$ cat src/rtl/sc_pkg.sv
// Shared constants, state type and width helper for the stochastic-stream decoder.
package sc_pkg;

    localparam int unsigned N_DEFAULT = 8;
    localparam int unsigned POW2N     = 256;

    typedef enum logic {
        IDLE  = 1'b0,
        COUNT = 1'b1
    } state_t;

    // Result holds 0..2^N unipolar or -2^N..+2^N bipolar, hence N+2 bits.
    function automatic int unsigned res_width(input int unsigned n);
        return n + 2;
    endfunction

endpackage

$ cat src/rtl/sc_ones_counter.sv
// Window sample counter and ones accumulator; flags the final sample of a 2^N window.
module sc_ones_counter #(
    parameter int unsigned N = 8
) (
    input  logic       clock,
    input  logic       reset,
    input  logic       i_clear,
    input  logic       i_en,
    input  logic       i_bit,
    output logic [N:0] o_count_c,
    output logic       o_last_c
);

    localparam int unsigned CW       = N + 1;
    localparam logic [N:0]  LAST_IDX = CW'((2 ** N) - 1);

    logic [N:0] r_samp;
    logic [N:0] r_ones;

    // Count including the sample presented this cycle; equals the final count on the last sample.
    assign o_count_c = r_ones + CW'(i_bit);
    assign o_last_c  = i_en && (r_samp == LAST_IDX);

    always_ff @(posedge clock) begin
        if (reset || i_clear || o_last_c) begin
            r_samp <= '0;
            r_ones <= '0;
        end else if (i_en) begin
            r_samp <= r_samp + CW'(1);
            r_ones <= o_count_c;
        end
    end

endmodule

$ cat src/rtl/sc_stream_decoder.sv
// Stochastic-to-binary decoder: counts ones over a 2^N-sample window and
// presents the (unipolar or bipolar) result on a ready/valid output.
module sc_stream_decoder
    import sc_pkg::*;
#(
    parameter int unsigned N          = N_DEFAULT,
    parameter int unsigned BIPOLAR    = 0,
    parameter int unsigned CONTINUOUS = 0
) (
    input  logic         clock,
    input  logic         reset,
    input  logic         start,
    input  logic         sc_bit,
    input  logic         sc_valid,
    input  logic         out_ready,
    output logic [N+1:0] out_value,
    output logic         out_valid,
    output logic         busy,
    output logic         overrun
);

    localparam int unsigned   RW  = res_width(N);
    localparam logic [RW-1:0] POW = RW'(2 ** N);

    state_t          r_state;
    state_t          w_next;
    logic            w_clear;
    logic            w_en;
    logic            w_last;
    logic [N:0]      w_count;
    logic [RW-1:0]   w_uni;
    logic [RW-1:0]   w_result;
    logic [RW-1:0]   r_value;
    logic            r_valid;
    logic            r_overrun;

    sc_ones_counter #(
        .N (N)
    ) u_counter (
        .clock     (clock),
        .reset     (reset),
        .i_clear   (w_clear),
        .i_en      (w_en),
        .i_bit     (sc_bit),
        .o_count_c (w_count),
        .o_last_c  (w_last)
    );

    always_ff @(posedge clock) begin
        if (reset) begin
            r_state <= IDLE;
        end else begin
            r_state <= w_next;
        end
    end

    always_comb begin
        w_next = r_state;
        case (r_state)
            IDLE: begin
                if (start) begin
                    w_next = COUNT;
                end
            end
            COUNT: begin
                if (w_last && (CONTINUOUS == 0)) begin
                    w_next = IDLE;
                end
            end
            default: w_next = IDLE;
        endcase
    end

    // Counters are held clear while idle so a window always starts from zero.
    always_comb begin
        w_clear = 1'b0;
        w_en    = 1'b0;
        busy    = 1'b0;
        case (r_state)
            IDLE: begin
                w_clear = 1'b1;
            end
            COUNT: begin
                w_en = sc_valid;
                busy = 1'b1;
            end
            default: begin
                w_clear = 1'b1;
            end
        endcase
    end

    // Bipolar mapping 2*C - 2^N, wrapped into RW-bit two's complement.
    assign w_uni    = RW'(w_count);
    assign w_result = (BIPOLAR != 0) ? ((w_uni << 1) - POW) : w_uni;

    always_ff @(posedge clock) begin
        if (reset) begin
            r_value   <= '0;
            r_valid   <= 1'b0;
            r_overrun <= 1'b0;
        end else if (w_last) begin
            r_value <= w_result;
            r_valid <= 1'b1;
            if (r_valid && !out_ready) begin
                r_overrun <= 1'b1;
            end
        end else if (r_valid && out_ready) begin
            r_valid <= 1'b0;
        end
    end

    assign out_value = r_value;
    assign out_valid = r_valid;
    assign overrun   = r_overrun;

endmodule

$ cat config.mk
export PLATFORM = sky130hd
export DESIGN_NAME = sc_stream_decoder
export DESIGN_NICKNAME = d
export VERILOG_FILES = /design/src/rtl/sc_pkg.sv /design/src/rtl/sc_ones_counter.sv /design/src/rtl/sc_stream_decoder.sv
export SDC_FILE = /design/constraint.sdc
export NUM_CORES = 1
export LEC_CHECK = 0
export ABC_CLOCK_PERIOD_IN_PS = 1900
export CAP_MARGIN = 30
export CORE_MARGIN = 8
export CORE_UTILIZATION = 45
export DETAILED_ROUTE_END_ITERATION = 6
export HOLD_SLACK_MARGIN = 0.15
export PLACE_DENSITY = 0.76
export SKIP_CTS_REPAIR_TIMING = 1
export SLEW_MARGIN = 40
export SYNTH_ARGS = -nofsm -noshare
export SYNTH_HDL_FRONTEND = slang
export SYNTH_SLANG_ARGS = --single-unit
$ cat constraint.sdc
create_clock -name clock -period 1.9 [get_ports clock]
set_input_delay 0.38 -clock clock [delete_from_list [all_inputs] [get_ports clock]]
set_output_delay 0.38 -clock clock [all_outputs]
set_load 0.005 [all_outputs]
==> run_results.csv <==
group,metric,value,unit
sta,rsz0062_at_grt,"false",
grt,grt_pass1_vias,1202,
placement,portBuffers,17,
min_path,min_path_type,"reg -> reg",
sta,hold_slack,0.468,ns
route,vias,1220,
sta,finalHoldViolations,0,
critical_path,cp.required,1.52,ns
power_and_ir_drop,intPower,842,uW
final_layout,drive_gt1_share,16.1,%
critical_path,r2r_slack,0.14,ns
clock_tree,clock-sinks,30,
sta,fin_crit,1.77,ns
floorplanning,core_area,2950,um^2
final_layout,final_core_util,58.1,%
critical_path,path_delay_family,"buffers and inverters",
power_and_ir_drop,p_sw_share,23.8,%
grt,antenna_found_initial,0,
synthesis,syn-cell-area,1350,um^2
power_and_ir_drop,power.density,644,nW/um^2
power_and_ir_drop,ir_worst_vdd,0.380,mV
status,outcome,"finished clean",
floorplanning,initial_utilization,45.7,%
route,firstDrtPassIters,5,
critical_path,crit_buf_inv,1,
final_layout,multi_input_area,678,um^2
sta,fin_worst_skew,0.00532,ns
route,ant_nets,0,
route,wl_met3,133,um
final_layout,nets,201,
route,routed_wl,2940,um
synthesis,syn_nets,170,
critical_path,crit_chain,"clkdlybuf4s50_1",
sta,setup_viol,0,
synthesis,ys_types,30,
floorplanning,die_height,70.8,um
clock_tree,cts_made_buffers,5,
grt,globalRoute.totalOverflow,0,
critical_path,worstSetupEndpointType,"output pin",
route,wl_met2,1590,um
floorplanning,fp-row-count,20,
route,drt-met1-wl,1170,um
final_layout,syn2layout_area_growth,27.2,%
clock_tree,cts_tree,"yes",
placement,hpwlAfterDp,2230,um
final_layout,final_area,1720,um^2
synthesis,ys_seq_area_share,44.5,%
clock_tree,clk_pin_slew,0.09,ns
floorplanning,die_w,70.8,um
critical_path,critPathMaxFanout,9,
final_layout,final_cell_mix,"30 x dfxtp_1, 18 x nand2_1, 17 x a21oi_1, 17 x clkdlybuf4s50_1, 17 x buf_4",
synthesis,synth-warning-count,0,
route,drtIter0Drc,55,
power_and_ir_drop,p_leak,0.000566,uW
power_and_ir_drop,power_frac_seq,57.7,%
final_layout,n_fill_cell,279,
placement,postPlaceCellArea,1650,um^2
floorplanning,io-pin-count,19,
final_layout,seqCellArea,601,um^2
floorplanning,dieArea,5010,um^2
route,wire_per_inst,13.1,um
critical_path,cp_slowest_cell,"clkdlybuf4s50_1",
critical_path,startpoint_type,"flop",
clock_tree,clk_path_buf_depth,2,
critical_path,worstSetupPathType,"reg -> out",
power_and_ir_drop,p_clk_share,36.5,%
synthesis,syn-instance-count,160,
critical_path,cp_slowest_stage_delay,0.56,ns
power_and_ir_drop,fin_total_pwr,1110,uW
power_and_ir_drop,p_sw,263,uW
clock_tree,clk_latency,0.33,ns
job,drv.max_cap_violation_count,0,
grt,grt_pass1_wl,4810,um
power_and_ir_drop,p_comb_share,5.8,%
sta,min_period_over_period,93.0,%
clock_tree,htree_num_levels,2,
clock_tree,cts_root_buffer,"clkbuf_4",
placement,gp_congestion,0.769,
final_layout,layout_commonest_cell,"dfxtp_1",
critical_path,arrival,1.39,ns
sta,slew_violations,0,
synthesis,ys_ff_latch,30,
grt,grt_max_degree,16,
route,drc,0,
grt,grt_use_total,12.0,%
sta,fmax,0.566,GHz
route,viasPerCell,5.42,
synthesis,syn_avg_cell_area,8.44,um^2
final_layout,n_antenna_cell,0,
route,top_layer_used,"met4",
## flip-flops by register name, indices dropped and copies added (netlist names)
register / count
r_state: 1
out_value: 9
u_counter.r_ones: 9
out_valid: 1
overrun: 1
u_counter.r_samp: 9
## power by group through the flow
| stage | clock network [uW] | logic [uW] | registers (uW) |
|---|---|---|---|
| 6_report | 404 | 63.8 | 638 |
| 5_1_grt | 442 | 68.5 | 639 |
| 4_1_cts | 411 | 63.5 | 638 |
| 3_5_place_dp | 0 | 62.9 | 653 |
| 3_3_place_gp | 0 | 61.3 | 653 |
| 2_1_floorplan | 0 | 33.9 | 649 |
## worst register-to-register path: cells and delay by family (launching register included)
| family | cells | cell delay [ns] |
|---|---|---|
| buffers and inverters | 1 | 0.14 |
| DFF | 1 | 0.38 |
| adders and majority gates | 2 | 0.41 |
| and+or+nand+nor | 4 | 0.55 |
| AOI/OAI and AO/OA | 1 | 0.22 |
## final timing paths
| kind | startpoint | end | cells past startpoint |
|---|---|---|---|
| hold / removal | u_counter.r_ones[0]$_SDFFE_PP0N_ | u_counter.r_ones[0]$_SDFFE_PP0N_ | 2 |
| hold reg to reg | u_counter.r_ones[0]$_SDFFE_PP0N_ | u_counter.r_ones[0]$_SDFFE_PP0N_ | 2 |
| setup / recovery | r_state$_SDFF_PP0_ | busy | 1 |
| setup reg to reg | u_counter.r_samp[0]$_SDFFE_PP0N_ | out_value[7]$_SDFFE_PP0P_ | 8 |
## per-layer routing
layer  global-route usage, %  vias up
met5                       0        -
met4                    6.47        0
met3                    3.95        5
met2                    23.7       17
met1                    10.3      570
li1                        -      628
## cell families (layout without fill, tap and decap cells)
kind of cell             count (synthesis)  in the layout  synth area share [%]
buffers and inverters                   16             48                  5.93
AND/OR/NAND/NOR                         60             60                  22.3
AO/OA/AOI/OAI                           43             43                  19.4
flip-flops                              30             30                  44.5
XOR/XNOR                                 6              6                  3.89
adder cells (fa/ha/maj)                  4              4                  3.71
other                                    1              1                 0.278
## Yosys cell counts
master / number / area, um^2
dfxtp_1: 30 / 601
nand2_1: 18 / 67.6
a21oi_1: 17 / 85.1
nor2_1: 11 / 41.3
nand3_1: 10 / 50.1
or3_1: 10 / 62.6
o21ai_0: 9 / 45.0
inv_1: 5 / 18.8
o31ai_1: 5 / 37.5
or4_1: 5 / 37.5
a211oi_1: 4 / 30.0
buf_2: 4 / 20.0
clkbuf_1: 4 / 15.0
ha_1: 4 / 50.1
o21ai_1: 3 / 15.0
xnor2_1: 3 / 26.3
xor2_1: 3 / 26.3
a311oi_1: 2 / 17.5
buf_4: 2 / 15.0
a311oi_2: 1 / 15.0
a31oi_1: 1 / 6.26
and2_1: 1 / 6.26
and3_1: 1 / 6.26
buf_6: 1 / 11.3
conb_1: 1 / 3.75
nand2b_1: 1 / 6.26
nand4_1: 1 / 6.26
nand4_2: 1 / 12.5
nor3_1: 1 / 5.00
o21ba_2: 1 / 10.0
## cell type report
| cell class | count | area share, % |
|---|---|---|
| timing repair buffer | 35 | 18.5 |
| sequential | 30 | 35.0 |
| inverter | 5 | 1.09 |
| clock buffer | 7 | 3.21 |
| multi-input combinational | 114 | 39.5 |
| clock inverter | 1 | 0.292 |
| tap | 33 | 2.41 |
## metrics by stage
stage / cells / setup TNS (ns) / setup slack, ns
floorplan: 160 / 0 / 0.180
global placement: 217 / -0.144 / -0.0675
detailed placement: 217 / -0.376 / -0.114
CTS: 225 / 0 / 0.0694
global route: 225 / 0 / 0.00979
finish: 225 / 0 / 0.134
(Power assumes the default switching activity.)
